[src/rtl/xh_rom_arb.sv]
// Round-robin two-client read arbiter/sequencer for the display-path xh_rom.
// Optional last-row hit bypass is enabled by defining XH_ROM_HIT_BYPASS_EN.
module xh_rom_arb #(
    parameter int unsigned ADDR_W = 10,
    parameter int unsigned DATA_W = 224
) (
    input  logic              clk,
    input  logic              rst,
    input  logic              req0,
    input  logic [ADDR_W-1:0] addr0,
    output logic              gnt0,
    input  logic              req1,
    input  logic [ADDR_W-1:0] addr1,
    output logic              gnt1,
    output logic              rsp_valid,
    output logic              rsp_id,
    output logic [DATA_W-1:0] rsp_data,
    output logic              busy,
    output logic [ADDR_W-1:0] rom_addr,
    input  logic [DATA_W-1:0] rom_data
);

    localparam logic [1:0] S_IDLE  = 2'd0;
    localparam logic [1:0] S_ISSUE = 2'd1;
    localparam logic [1:0] S_WAIT  = 2'd2;
`ifdef XH_ROM_HIT_BYPASS_EN
    localparam logic [1:0] S_HIT   = 2'd3;
`endif

    logic [1:0]        state, state_d;
    logic              ptr, ptr_d;
    logic              cur_id, cur_id_d;
    logic              gnt0_d, gnt1_d;
    logic              rsp_valid_d, rsp_id_d;
    logic [DATA_W-1:0] rsp_data_d;
    logic [ADDR_W-1:0] rom_addr_d;
    logic              busy_d;
    logic              win_id_c;
    logic [ADDR_W-1:0] win_addr_c;
`ifdef XH_ROM_HIT_BYPASS_EN
    logic [ADDR_W-1:0] last_addr, last_addr_d;
    logic              last_valid, last_valid_d;
`endif

    // On a tie the requester that did not win last time is chosen.
    assign win_id_c   = (req0 && req1) ? ~ptr : req1;
    assign win_addr_c = win_id_c ? addr1 : addr0;

    always_comb begin
        state_d     = state;
        ptr_d       = ptr;
        cur_id_d    = cur_id;
        gnt0_d      = 1'b0;
        gnt1_d      = 1'b0;
        rsp_valid_d = 1'b0;
        rsp_id_d    = rsp_id;
        rsp_data_d  = rsp_data;
        rom_addr_d  = rom_addr;
`ifdef XH_ROM_HIT_BYPASS_EN
        last_addr_d  = last_addr;
        last_valid_d = last_valid;
`endif
        case (state)
            S_IDLE: begin
                if (req0 || req1) begin
                    gnt0_d   = ~win_id_c;
                    gnt1_d   = win_id_c;
                    ptr_d    = win_id_c;
                    cur_id_d = win_id_c;
`ifdef XH_ROM_HIT_BYPASS_EN
                    // Repeat of the last fetched row: answer from rsp_data directly.
                    if (last_valid && (win_addr_c == last_addr)) begin
                        rsp_valid_d = 1'b1;
                        rsp_id_d    = win_id_c;
                        state_d     = S_HIT;
                    end else begin
                        rom_addr_d = win_addr_c;
                        state_d    = S_ISSUE;
                    end
`else
                    rom_addr_d = win_addr_c;
                    state_d    = S_ISSUE;
`endif
                end
            end
            S_ISSUE: begin
                state_d = S_WAIT;
            end
            S_WAIT: begin
                rsp_data_d  = rom_data;
                rsp_id_d    = cur_id;
                rsp_valid_d = 1'b1;
                state_d     = S_IDLE;
`ifdef XH_ROM_HIT_BYPASS_EN
                last_addr_d  = rom_addr;
                last_valid_d = 1'b1;
`endif
            end
            default: begin
                state_d = S_IDLE;
            end
        endcase
        busy_d = (state_d != S_IDLE);
    end

    always_ff @(posedge clk or posedge rst) begin
        if (rst) begin
            state     <= S_IDLE;
            ptr       <= 1'b1;
            cur_id    <= 1'b0;
            gnt0      <= 1'b0;
            gnt1      <= 1'b0;
            rsp_valid <= 1'b0;
            rsp_id    <= 1'b0;
            rsp_data  <= '0;
            rom_addr  <= '0;
            busy      <= 1'b0;
        end else begin
            state     <= state_d;
            ptr       <= ptr_d;
            cur_id    <= cur_id_d;
            gnt0      <= gnt0_d;
            gnt1      <= gnt1_d;
            rsp_valid <= rsp_valid_d;
            rsp_id    <= rsp_id_d;
            rsp_data  <= rsp_data_d;
            rom_addr  <= rom_addr_d;
            busy      <= busy_d;
        end
    end

`ifdef XH_ROM_HIT_BYPASS_EN
    always_ff @(posedge clk or posedge rst) begin
        if (rst) begin
            last_addr  <= '0;
            last_valid <= 1'b0;
        end else begin
            last_addr  <= last_addr_d;
            last_valid <= last_valid_d;
        end
    end
`endif

endmodule
[config.mk]
export PLATFORM = sky130hd
export DESIGN_NAME = xh_rom_arb
export DESIGN_NICKNAME = d
export VERILOG_FILES = /design/src/rtl/xh_rom_arb.sv
export SDC_FILE = /design/constraint.sdc
export NUM_CORES = 1
export LEC_CHECK = 0
export ABC_AREA = 1
export BUFFER_PORTS_ARGS = -buffer_cell sky130_fd_sc_hd__clkbuf_2
export CORE_UTILIZATION = 25
export DETAILED_ROUTE_END_ITERATION = 10
export GPL_ROUTABILITY_DRIVEN = 0
export GPL_TIMING_DRIVEN = 0
export SYNTH_ARGS = -nofsm -noshare
export SYNTH_HDL_FRONTEND = slang
export SYNTH_SLANG_ARGS = --single-unit
[constraint.sdc]
create_clock -name clk -period 8.1 [get_ports clk]
set_clock_uncertainty 0.1 [all_clocks]
set_input_delay 0.405 -clock clk [delete_from_list [all_inputs] [get_ports clk]]
set_output_delay 0.405 -clock clk [all_outputs]
set_load 0.02 [all_outputs]
After elaboration in Yosys (flattened, before gate mapping)
Index checks and enable logic that the tools add are counted.
W data, S select, Z words.
{"block": "classes", "n_addsub": 0, "mul": 0, "div_mod_pow": 0, "n_lt_le_gt_ge": 0, "eq_ne": 2, "n_shift": 0, "mux": 9, "bitwise": 2, "n_reduce_logical": 5}
{"operator": "$mux W10", "n": 1}
{"operator": "$mux W1", "n": 6}
{"operator": "$pmux W2 S2", "n": 1}
{"operator": "$eq A2 B1 Y1 const B", "n": 1}
{"operator": "$eq A2 B2 Y1 const B", "n": 1}
{"operator": "$logic_not A2 Y1", "n": 1}
{"operator": "$mux W2", "n": 1}
{"operator": "$not A1 Y1", "n": 2}
{"operator": "$reduce_and A2 Y1", "n": 1}
{"operator": "$reduce_bool A2 Y1", "n": 1}
{"operator": "$logic_and A1 B1 Y1", "n": 1}
{"operator": "$logic_or A1 B1 Y1", "n": 1}
{"block": "word_totals", "ff_bits": 243, "latch_bits": 0, "ramBits": 0, "rom_bits": 0, "in_bits": 248, "word_cells": 28, "mem_count": 0}

Depth between registers and ports, before layout
{"block": "depth", "word_depth": 5, "depth_mapped": 7, "ltp_nobuf": 6}

Worst setup path before layout
OpenSTA, ideal clock, no wires.
{"block": "synth_timing", "kind": "reg-to-reg", "from": "register state[0]", "to": "register rsp_data[100]", "arrival_time_ns": 1.025, "required_time_ns": 7.884, "path_slack_ns": 6.859, "stages_incl_launch_ff": 8, "path_buffers": 3, "period_less_slack_ns": 1.241, "cell_sequence": "dfrtp_1 -> inv_2 -> nand2_1 -> buf_4 -> buf_4 -> buf_6 -> nand2_1 -> nand2_1"}
{"block": "synth_via", "elab_chain_len": 1}
{"item": "from (decl)", "line_no": "30", "text": "logic [1:0] state, state_d;"}
{"item": "from (signal assigned)", "line_no": "119", "text": "state <= state_d;"}
{"item": "$eq A2 B2 Y1", "line_no": "63", "text": "case (state)"}
{"item": "to (signal assigned)", "line_no": "126", "text": "rsp_data <= rsp_data_d;"}
{"item": "to (decl)", "line_no": "17", "text": "output logic [DATA_W-1:0] rsp_data,"}
No other way between the ends.
A chain may end at the register's enable or synchronous reset.

==> impl_metrics.ini <==
[routing]
via_count = 9724
vias_per_cell = 4.25
first_pass_iters = 5
wl_mm = 33.6
drt_iter0_markers = 362
drc = 0
avgRoutedWirePerCell_um = 14.7
final_antenna_net_count = 0

[yosys]
netlist_area_um2 = 9290
ys_types = 14
synth-simple-area-share_pct = 29.9
synth_compound_area_share_pct = 0.216
synthMuxAreaShare_pct = 0
syn_inst = 1061
synth_warnings = 0
yosys.area_share.adder_pct = 0
syn_avg_cell_area_um2 = 8.75
synth_top_family_by_area = simple AND/OR/NAND/NOR gates
ys_seq_elements = 243
synth-xor-area-share_pct = 0
syn_nets = 1309
ys_seq_area_share_pct = 65.5

[timing]
fmax_mhz = 554
setup_viol = 0
setup_slack_ps = 6300
hold_violations = 0
slew_viol_final = 0
period_needed_ps = 1800
worst_slew_pin_slew_ps = 600
fin_crit_sh_pct = 22.3
rsz0062_at_grt = false
slew_headroom_pct = 60.0
hold_slack_ps = 32.1

[setup_path]
timing.critical_path.from = rst
r2r_setup_slack_ps = 6390
startpoint_type = primary input
endpoint = rsp_data[67]
worstRegToRegCells = 7
worstPathArrival_ps = 2370
path_max_fanout = 86
endpoint_kind = async pin
worstPathRequired_ps = 8660
rr_startpoint = state[0]
r2r-end = rsp_data[130]
worstSetupPathType = primary input to async pin

[floorplan]
die-area_um2 = 37900
die_w_um = 195
io_pins = 487
initial_core_util_pct = 25.4
die_height_um = 195
core_area_um2 = 36600
fp-row-count = 70

[global_routing]
grt_pass1_wl_mm = 53.1
grt_start_max_net_pins = 87
grt_overflow = 0
grt_pass1_vias = 10200
grt_antenna_before_repair = 1
grt_use_total_pct = 17.4

[power_and_ir_drop]
swShare_pct = 43.4
p_clk_share_pct = 21.4
intPower_w = 0.00352
power.density_nw_per_um2 = 400
combinationalPowerShare_pct = 44.0
worst_ir_drop_vdd_mv = 0.248
p_seq_share_pct = 34.6
p_leak_nw = 8.90
power_w = 0.00623
p_sw_w = 0.00270

[clock_network]
cts.sinks = 243
post_cts_buffers = 0
ctsLongestPathBuffers = 3
cts_tree = built
htreeDepth = 1
clkLatencyLatePin_ps = 550
cts_made_buffers = 29
cts_hold_buf = 221
cts_resized = 0
cts_root_buf = clkbuf_16
path_clk_slew_ps = 50

[placed_design]
io_buffers = 486
dp_slack_ps = 6170
dp_hpwl_mm = 22.5

[flow_run]
cap_violations = 0

[layout]
fillerInstances = 3478
syn2layout_area_growth_pct = 67.5
fin_nets = 2050
drive_gt1_share_pct = 32.2
antenna_cells = 0

[run_status]
status = finished clean

[worst_hold_path]
hold_path.class = primary input to flip-flop
hp-start = rom_data[30]
[kinds of logic after synthesis]
group                  after synthesis
AOI/OAI and AO/OA                    4
and+or+nand+nor                    733
DFF                                243
buffers and inverters               81
[flip-flops by register name (all words and copies together) (netlist names)]
name       flops
rsp_data     224
rom_addr      10
state          2
busy           1
cur_id         1
gnt0           1
gnt1           1
ptr            1
rsp_id         1
rsp_valid      1
[cell usage after synthesis, drive strengths merged]
library cell / n / area share [%]
a21oi: 2 / 0.11
buf: 52 / 3.2
clkbuf: 2 / 0.081
dfrtp: 242 / 65
dfstp: 1 / 0.28
inv: 27 / 1.1
nand2: 709 / 29
nand3: 20 / 1.1
nor2: 4 / 0.16
o21ai: 2 / 0.11
[routing by layer]
layer,global-route usage (%),routed length (um)
met4,7.70,1590
met2,31.0,16500
met3,4.39,2200
met5,0,11
met1,19.7,13300
[power by group through the flow]
stage                     combinational (W)  clock (W)  sequential, W
final                               0.00274    0.00133        0.00215
after global routing                0.00301    0.00142        0.00222
after CTS                           0.00274    0.00137        0.00214
after detailed placement            0.00266          0        0.00215
after global placement              0.00262          0        0.00213
after floorplan                    0.000909          0        0.00283
[final cells by class]
class                      count  area [um2]  share of cell area (%)
timing repair buffer         710        4710                    30.3
buffer                        54         308                    1.98
clock buffer                  43         848                    5.45
inverter                      27         109                   0.700
clock inverter                 8         123                   0.788
tap                          468         586                    3.76
sequential                   243        6080                    39.1
multi-input combinational    737        2800                    18.0
[layout by cell type (no fill, tap or decap), drive strengths merged, types with 3 or more instances in the layout]
cell         netlist  routed
inv               27      29
nor2               4       4
clkbuf             2     531
bufinv             0       3
nand2            709     709
buf               52      54
dlygate4sd3        0     222
clkinv             0       3
dfrtp            242     242
nand3             20      20
[how the worst min path moves through the flow]
stage / to / slack, ps / cells after the start
2_1_floorplan: busy / 340 / 1
3_3_place_gp: ptr / 360 / 2
3_5_place_dp: ptr / 360 / 2
4_1_cts: rsp_data[118] / 3 / 3
5_1_grt: rsp_data[136] / 10 / 3
6_report: rsp_data[30] / 30 / 3
[metrics by stage]
stage	utilization [%]	TNS, ps	cells	cell area [um2]
6_report	42.5	0	2290	15600
5_1_grt	42.5	0	2290	15600
4_1_cts	42.5	0	2289	15600
3_5_place_dp	33.8	0	2017	12400
3_3_place_gp	33.6	-496590	2015	12300
2_1_floorplan	-	0	1061	9290
[worst max-delay path, stage by stage]
cell           delay [ps]
dlygate4sd3_1         550
clkbuf_2              150
inv_8                 390
buf_16                380
buf_16                390
(Power assumes the default switching activity.)
